`src/rtl/lsu_arb_pkg.sv`:
```
// lsu_arb_pkg: shared FSM state encoding, LSU access-type codes and read-latency limit.
package lsu_arb_pkg;
  typedef enum logic [1:0] {IDLE, ISSUE, WAIT, RESP} state_e;
  localparam logic [2:0] LB  = 3'b000;
  localparam logic [2:0] LH  = 3'b001;
  localparam logic [2:0] LW  = 3'b010;
  localparam logic [2:0] LBU = 3'b100;
  localparam logic [2:0] LHU = 3'b101;
  localparam int RD_LATENCY_MAX = 3;
endpackage

```
`src/rtl/rr_arbiter_2.sv`:
```
// rr_arbiter_2: two-way round-robin grant; LSU_ARB_FIXED_PRIO_EN makes port 0 win every tie.
module rr_arbiter_2 (
  input  logic       i_clk,
  input  logic       i_reset,
  input  logic [1:0] i_valid,
  input  logic       i_accept,
  output logic [1:0] o_grant
);
`ifdef LSU_ARB_FIXED_PRIO_EN
  logic unused;
  assign unused  = ^{i_clk, i_reset, i_accept};
  assign o_grant = i_valid[0] ? 2'b01 : {i_valid[1], 1'b0};
`else
  logic ptr_q, ptr_d;
  // ptr_q remembers the last granted port; it starts at 1 so port 0 wins the first tie
  always_comb ptr_d = i_accept ? o_grant[1] : ptr_q;
  always_ff @(posedge i_clk or negedge i_reset)
    if (!i_reset) ptr_q <= 1'b1;
    else          ptr_q <= ptr_d;
  assign o_grant = &i_valid ? (ptr_q ? 2'b01 : 2'b10) : i_valid;
`endif
endmodule

```
`src/rtl/lsu_port_arbiter.sv`:
```
// lsu_port_arbiter: shares one LSU port between two valid/ready requesters, one transaction in flight.
// Define LSU_ARB_FIXED_PRIO_EN for fixed port-0 priority instead of round-robin.
module lsu_port_arbiter
  import lsu_arb_pkg::*;
#(
  parameter int ADDR_W     = 32,
  parameter int DATA_W     = 32,
  parameter int RD_LATENCY = 0
) (
  input  logic              i_clk,
  input  logic              i_reset,
  input  logic              i_req0_valid,
  output logic              o_req0_ready,
  input  logic [ADDR_W-1:0] i_req0_addr,
  input  logic [DATA_W-1:0] i_req0_wdata,
  input  logic              i_req0_wren,
  input  logic [2:0]        i_req0_type,
  output logic              o_rsp0_valid,
  output logic [DATA_W-1:0] o_rsp0_rdata,
  input  logic              i_req1_valid,
  output logic              o_req1_ready,
  input  logic [ADDR_W-1:0] i_req1_addr,
  input  logic [DATA_W-1:0] i_req1_wdata,
  input  logic              i_req1_wren,
  input  logic [2:0]        i_req1_type,
  output logic              o_rsp1_valid,
  output logic [DATA_W-1:0] o_rsp1_rdata,
  output logic [ADDR_W-1:0] o_lsu_addr,
  output logic [DATA_W-1:0] o_lsu_st_data,
  output logic              o_lsu_wren,
  output logic [2:0]        o_lsu_type_access,
  input  logic [DATA_W-1:0] i_lsu_ld_data
);
  localparam logic [1:0] CNT_INIT = 2'(RD_LATENCY > 0 ? RD_LATENCY - 1 : 0);
  state_e            state_q, state_d;
  logic [ADDR_W-1:0] addr_q, addr_d;
  logic [DATA_W-1:0] wdata_q, wdata_d;
  logic [DATA_W-1:0] rdata_q, rdata_d;
  logic [2:0]        type_q, type_d;
  logic [1:0]        cnt_q, cnt_d;
  logic              wren_q, wren_d;
  logic              owner_q, owner_d;
  logic [1:0]        grant;
  logic              idle, accept, sample;
  assign idle   = state_q == IDLE;
  assign accept = idle && |grant;
  // load data is captured on the cycle it becomes valid: ISSUE itself or the last WAIT cycle
  assign sample = (state_q == ISSUE && RD_LATENCY == 0) || (state_q == WAIT && cnt_q == 2'd0);
  rr_arbiter_2 u_arb (
    .i_clk    (i_clk),
    .i_reset  (i_reset),
    .i_valid  ({i_req1_valid, i_req0_valid}),
    .i_accept (accept),
    .o_grant  (grant)
  );
  always_comb begin
    state_d = state_q;
    unique case (state_q)
      IDLE:    state_d = accept ? ISSUE : IDLE;
      ISSUE:   state_d = RD_LATENCY == 0 ? RESP : WAIT;
      WAIT:    state_d = cnt_q == 2'd0 ? RESP : WAIT;
      default: state_d = IDLE;
    endcase
    owner_d = accept ? grant[1] : owner_q;
    addr_d  = accept ? (grant[1] ? i_req1_addr  : i_req0_addr)  : addr_q;
    wdata_d = accept ? (grant[1] ? i_req1_wdata : i_req0_wdata) : wdata_q;
    wren_d  = accept ? (grant[1] ? i_req1_wren  : i_req0_wren)  : wren_q;
    type_d  = accept ? (grant[1] ? i_req1_type  : i_req0_type)  : type_q;
    cnt_d   = state_q == WAIT ? cnt_q - 2'd1 : CNT_INIT;
    rdata_d = sample ? (wren_q ? '0 : i_lsu_ld_data) : rdata_q;
  end
  always_ff @(posedge i_clk or negedge i_reset)
    if (!i_reset) begin
      state_q <= IDLE;
      owner_q <= 1'b0;
      addr_q  <= '0;
      wdata_q <= '0;
      wren_q  <= 1'b0;
      type_q  <= '0;
      cnt_q   <= '0;
      rdata_q <= '0;
    end else begin
      state_q <= state_d;
      owner_q <= owner_d;
      addr_q  <= addr_d;
      wdata_q <= wdata_d;
      wren_q  <= wren_d;
      type_q  <= type_d;
      cnt_q   <= cnt_d;
      rdata_q <= rdata_d;
    end
  assign o_req0_ready      = i_reset && idle && grant[0];
  assign o_req1_ready      = i_reset && idle && grant[1];
  assign o_lsu_addr        = addr_q;
  assign o_lsu_st_data     = wdata_q;
  assign o_lsu_type_access = type_q;
  assign o_lsu_wren        = state_q == ISSUE && wren_q;
  assign o_rsp0_valid      = state_q == RESP && !owner_q;
  assign o_rsp1_valid      = state_q == RESP && owner_q;
  assign o_rsp0_rdata      = o_rsp0_valid ? rdata_q : '0;
  assign o_rsp1_rdata      = o_rsp1_valid ? rdata_q : '0;
endmodule
```
`config.mk`:
```
export PLATFORM = sky130hd
export DESIGN_NAME = lsu_port_arbiter
export DESIGN_NICKNAME = d
export VERILOG_FILES = /design/src/rtl/lsu_arb_pkg.sv /design/src/rtl/rr_arbiter_2.sv /design/src/rtl/lsu_port_arbiter.sv
export SDC_FILE = /design/constraint.sdc
export NUM_CORES = 1
export LEC_CHECK = 0
export ABC_AREA = 1
export ABC_CLOCK_PERIOD_IN_PS = 1800
export CORE_ASPECT_RATIO = 0.9
export CORE_MARGIN = 2
export CORE_UTILIZATION = 40
export DETAILED_ROUTE_END_ITERATION = 7
export PLACE_DENSITY = 0.85
export REMOVE_ABC_BUFFERS = 1
export SKIP_LAST_GASP = 1
export SLEW_MARGIN = 25
export SYNTH_ARGS = -nofsm -noshare
export SYNTH_HDL_FRONTEND = slang
export SYNTH_SLANG_ARGS = --single-unit
```
`constraint.sdc`:
```
create_clock -name i_clk -period 1.8 [get_ports i_clk]
set_input_delay 0.27 -clock i_clk [delete_from_list [all_inputs] [get_ports i_clk]]
set_output_delay 0.27 -clock i_clk [all_outputs]
set_load 0.05 [all_outputs]
```
* Word-level counts from Yosys, hierarchy flattened *
Index checks and enable logic that the tools add are counted.

operators by class
  $add $sub $neg = 1
  eq/ne operators = 3
  muxes and demuxes = 13
  reductions and logical operators = 14

operators with widths
  kind                                               count
  2-to-1 mux 32 bit                                  5
  logical AND 1 bit                                  8
  2-to-1 mux 2 bit                                   3
  case mux 2 bit (3 select lines)                    1
  == test 2 bit (second input constant)              2
  logical NOT 2 bit                                  2
  2-to-1 mux 1 bit                                   3
  2-to-1 mux 3 bit                                   1
  == test 2 x 1 -> 1 bit (second input constant)     1
  AND reduction 2 bit                                1
  OR reduction 2 bit                                 1
  subtractor 2 x 1 -> 2 bit (second input constant)  1
  logical NOT 1 bit                                  1
  logical OR 1 bit                                   1

storage, ports and cells
  flip-flop bits (word level) = 106
  bits of input ports = 172
  output and inout port bits = 136

* Longest topological paths before layout *
Gate-level depths: netlist (run 1).

  depth after elaboration = 6
  mapped depth = 9

* By module *
Synthesis (run 1) repeated with hierarchy kept, for this count alone.

second synthesis, totals
  cell total of the unflattened synthesis = 801
  area, all modules = 5,577.8 µm²

modules (own cells, without submodules)
  module            instances  cells each  area an instance (µm²)  sequential area each (µm²)
  lsu_port_arbiter  1          792         5,514.0                 2,627.5
  rr_arbiter_2      1          9           63.8                    26.3

* Least setup slack after synthesis (run 1) *
OpenSTA, ideal clock, no wires.

  kind = register to output
  start = reg state_q[0]
  end = out o_rsp0_rdata[22]
  arrival time = 1,518 ps
  data required time = 1,530 ps
  slack = 12 ps
  cell stages (with the launch flop) = 5
  buffers on the path = 1
  cells stage by stage = dfrtp_1 -> ha_1 -> nand2_1 -> clkbuf_1 -> nor2_1

between the ends
  word-level cells in the longest chain between the ends = 3

ends and longest elaborated chain
  what                    RTL line                 text
  start, declared         lsu_port_arbiter.sv:35   state_e state_q, state_d;
  start signal, assigned  lsu_port_arbiter.sv:83   state_q <= state_d;
  == test 2 bit           lsu_port_arbiter.sv:98   assign o_rsp0_valid = state_q == RESP && !owner_q;
  logical AND 1 bit       lsu_port_arbiter.sv:98
  2-to-1 mux 32 bit       lsu_port_arbiter.sv:100  assign o_rsp0_rdata = o_rsp0_valid ? rdata_q : '0;
  end, declared           lsu_port_arbiter.sv:19   output logic [DATA_W-1:0] o_rsp0_rdata,

Every way passes these cells.

* Final worst setup path (run 1) *
  start = reg state_q[0]
  end = out o_rsp0_rdata[26]

The elaborated chain is that of the path after synthesis.

==> results of run 1 <==
-- worst max path at each step --
stage | from | endpoint | cells past startpoint
2_1_floorplan | u_arb.ptr_q | o_req1_ready | 3
3_3_place_gp | i_req0_valid | o_lsu_addr[31] | 6
3_5_place_dp | i_req0_valid | o_lsu_st_data[31] | 6
4_1_cts | state_q[0] | o_req0_ready | 6
5_1_grt | state_q[1] | o_rsp0_rdata[26] | 5
6_report | state_q[0] | o_rsp0_rdata[26] | 5
-- through the flow --
step           area, µm²  hold WS (ns)  power [µW]
2_1_floorplan       5513      -0.02559       10010
3_3_place_gp        9630        0.4134       13920
3_5_place_dp        9630        0.4317       14160
4_1_cts            10270       0.05260       16750
5_1_grt            10530       0.07178       18060
6_report           10530      -0.02162       17100
-- per-layer routing --
| metal | vias to the layer above | part of all wire [%] | track usage, % |
|---|---|---|---|
| met1 | 3032 | 37 | 30.69 |
| met2 | 283 | 51 | 46.26 |
| li1 | 3068 | - | - |
| met4 | 0 | 4.4 | 12.30 |
| met5 | - | 0 | 0 |
| met3 | 64 | 7.4 | 7.273 |
-- kinds of logic (layout without fill, tap and decap cells) --
logic type	after synthesis	after routing	synth area share (%)
flops	106	106	46.03
simple gates	453	453	33.40
fa+ha+maj	6	6	1.302
buf+inv	234	527	16.23
compound gates	35	35	3.038
-- where the power goes --
| part | switching [µW] | internal [µW] | total, µW |
|---|---|---|---|
| sequential | 598 | 3540 | 4140 |
| clock | 874 | 1200 | 2070 |
| combinational | 7280 | 3610 | 10900 |
-- placed cells by master (no fill, tap or decap), types with 2 or more instances in the layout --
cell / Yosys / layout
buf_12: 0 / 76
buf_16: 0 / 4
buf_4: 2 / 42
buf_6: 3 / 3
clkbuf_16: 0 / 9
clkbuf_8: 0 / 3
clkdlybuf4s50_1: 0 / 173
dfrtp_1: 105 / 105
dlygate4sd2_1: 0 / 11
dlymetal6s2s_1: 0 / 19
ha_1: 6 / 3
ha_4: 0 / 2
inv_1: 181 / 179
inv_4: 0 / 2
nand2_1: 211 / 207
nand2_2: 1 / 3
nand3_1: 170 / 169
nor2_1: 69 / 4
nor2_2: 1 / 32
nor2_4: 1 / 35
o21ai_0: 34 / 34
-- final cells by class --
type                    count  area, µm²  share of cell area (%)
flip-flops and latches    106       2654                   25.21
inverters                 182      688.2                   6.538
clock buffers              13      270.3                   2.568
multi-input cells         494       2574                   24.45
clock inverters             3      46.29                  0.4398
repair buffers            329       4051                   38.49
well taps                 193      241.5                   2.294
-- state kept, by name (all words and copies together), names as in the netlist --
register,flops
cnt_q,2
o_lsu_addr,32
o_lsu_st_data,32
o_lsu_type_access,3
owner_q,1
rdata_q,32
state_q,2
u_arb.ptr_q,1
wren_q,1
-- critical path: cells and delay by family, from the launching register on --
kind	cells	cell delay, ns
buffers and inverters	2	0.35
DFF	1	0.42
and+or+nand+nor	2	0.27
adders and majority gates	1	0.21
-- what timing repair did --
item | CTS | global route
resized for setup | 76 | 77
setup buffers | 3 | 0
pin swaps | 2 | 2
hold endpoints to repair | 0 | 0
gates cloned | 4 | 0
setup endpoints to repair | 79 | 88
==> flow_metrics.env, run 1 <==
export IMPL_status="finished with violations"
export IMPL_violations="negative hold slack, negative setup slack"
export IMPL_final_antenna_net_count=0
export IMPL_ys_dominant_reg_cell="dfrtp_1"
export IMPL_synth_enable_flop_cells=0
export IMPL_post_route_min_period_ns=1.877
export IMPL_drtIter0Drc=376
export IMPL_initial_util_pct=41.02
export IMPL_slew_headroom_pct=58.96
export IMPL_synthDistinctLibCells=18
export IMPL_synth_most_common_cell="nand2_1"
export IMPL_worstReg2RegStart="state_q[0]"
export IMPL_final_setup_tns_ns=-1.419
export IMPL_diodes=0
export IMPL_rsz0062_at_grt="yes"
export IMPL_nFillCells=1000
export IMPL_asyncSetResetFlopFracSynth_pct=100.0
export IMPL_timing_worst_slew_pin_value_ns=0.6157
export IMPL_power_density_over_cell_area_mw_per_mm2=1625
export IMPL_detailed_route_wire_length_um=21380
export IMPL_postSynthAreaPerCell_um2=6.913
export IMPL_cp_required_ns=1.53
export IMPL_report_final_setup_viol=52
export IMPL_yosysTopAreaCell="dfrtp_1"
export IMPL_synth_ff_latch_count=106
export IMPL_gp_congestion=0.8499
export IMPL_netlist_instances=834
export IMPL_fmaxAchievable_ghz=0.5328
export IMPL_hp_class="primary input to asynchronous set/reset pin"
export IMPL_width_of_the_die_um=130.6
export IMPL_io_pins=308
export IMPL_route_vias_total=6447
export IMPL_die_area_mm2=0.01539
export IMPL_post_synthesis_cell_area_mm2=0.005766
export IMPL_cts_hold_buf=0
export IMPL_path_clk_slew_ns=0.07
export IMPL_report_final_hold_viol_count=6
export IMPL_antenna_found_initial=0
export IMPL_irDropWorstVdd_mv=0.9316
export IMPL_critPathMaxStageDelay_ns=0.42
export IMPL_drt_wirelength_per_cell_um=16.19
export IMPL_grt_pass1_vias=6372
export IMPL_final_cell_count_no_fill=1320
export IMPL_routed_via_density=4.884
export IMPL_cp_cell_sequence="ha_4, nand2_4, buf_16, nor2_2, buf_12"
export IMPL_rr_worst_depth=8
export IMPL_drt_pass1_iter_count=7
export IMPL_cts_htree_levels=3
export IMPL_cts_buffers=9
export IMPL_synth_top_cells_by_area="dfrtp_1 46%, nand3_1 15%, nand2_1 14%"
export IMPL_critical_path_reg2reg_endpoint="o_lsu_st_data[31]"
export IMPL_die_height_um=117.9
export IMPL_clock_insertion_delay_worst_skew_ns=0.35
export IMPL_syn2layout_area_growth_pct=82.55
export IMPL_worst_path_max_delay_cell="dfrtp_1"
export IMPL_overflow=0
export IMPL_drc=0
export IMPL_final_critical_path_setup_slack_ns=-0.07682
export IMPL_final_setup_skew_ns=0.008843
export IMPL_reg2reg_slack_ns=0.15
export IMPL_detailed_place_hpwl_um=13890
export IMPL_clock_tree_from_tritoncts="yes"
export IMPL_synth_top_cells_by_count="211 x nand2_1, 181 x inv_1, 170 x nand3_1"
export IMPL_cells_after_dpl=1297
export IMPL_whs_ns=-0.02162
export IMPL_cts_root_buffer="clkbuf_16"
export IMPL_setup_worst_path_class="register to output pin"
export IMPL_yosys_area_top_type_share_pct=45.57
export IMPL_cts_path_max_buffers=2
export IMPL_detailedPlace_worstSlack_ns=0.1449
export IMPL_design_core_area_mm2=0.01406
export IMPL_final_core_utilization_pct=74.88
export IMPL_final_layout_size_suffix_gt1_share_pct=19.70
export IMPL_global_route_wire_length_before_repair_um=32390
export IMPL_ys_seq_area_share_pct=46.03
export IMPL_grt_use_total_pct=26.86
export IMPL_period_share_pct=104.3
export IMPL_num_nets_final=1300
export IMPL_placement_rows=41
export IMPL_grt_max_degree=107
export IMPL_timing_critical_path_to_type="output pin"
export IMPL_timing_critical_path_arrival_ns=1.61
export IMPL_top_fanout_value_on_the_critical_path=16
export IMPL_numPortBuffers=307
export IMPL_clock_net_sink_count=106
export IMPL_synth_yosys_warnings=0
export IMPL_power_leakage_uw=0.005417
export IMPL_worst_setup_path_start_kind="register"
export IMPL_slew_violations=0
export IMPL_timing_max_cap_violations=0
No activity file was read; power rests on OpenSTA's default activity.
==> run 2, diff against run 1 <==
--- a/config.mk
+++ b/config.mk
@@ -14,7 +14,6 @@
 export PLACE_DENSITY = 0.85
 export REMOVE_ABC_BUFFERS = 1
 export SKIP_LAST_GASP = 1
-export SLEW_MARGIN = 25
 export SYNTH_ARGS = -nofsm -noshare
 export SYNTH_HDL_FRONTEND = slang
 export SYNTH_SLANG_ARGS = --single-unit
==> results of run 2 <==
The final DEF is identical to that of run 1; final timing and power are the same.
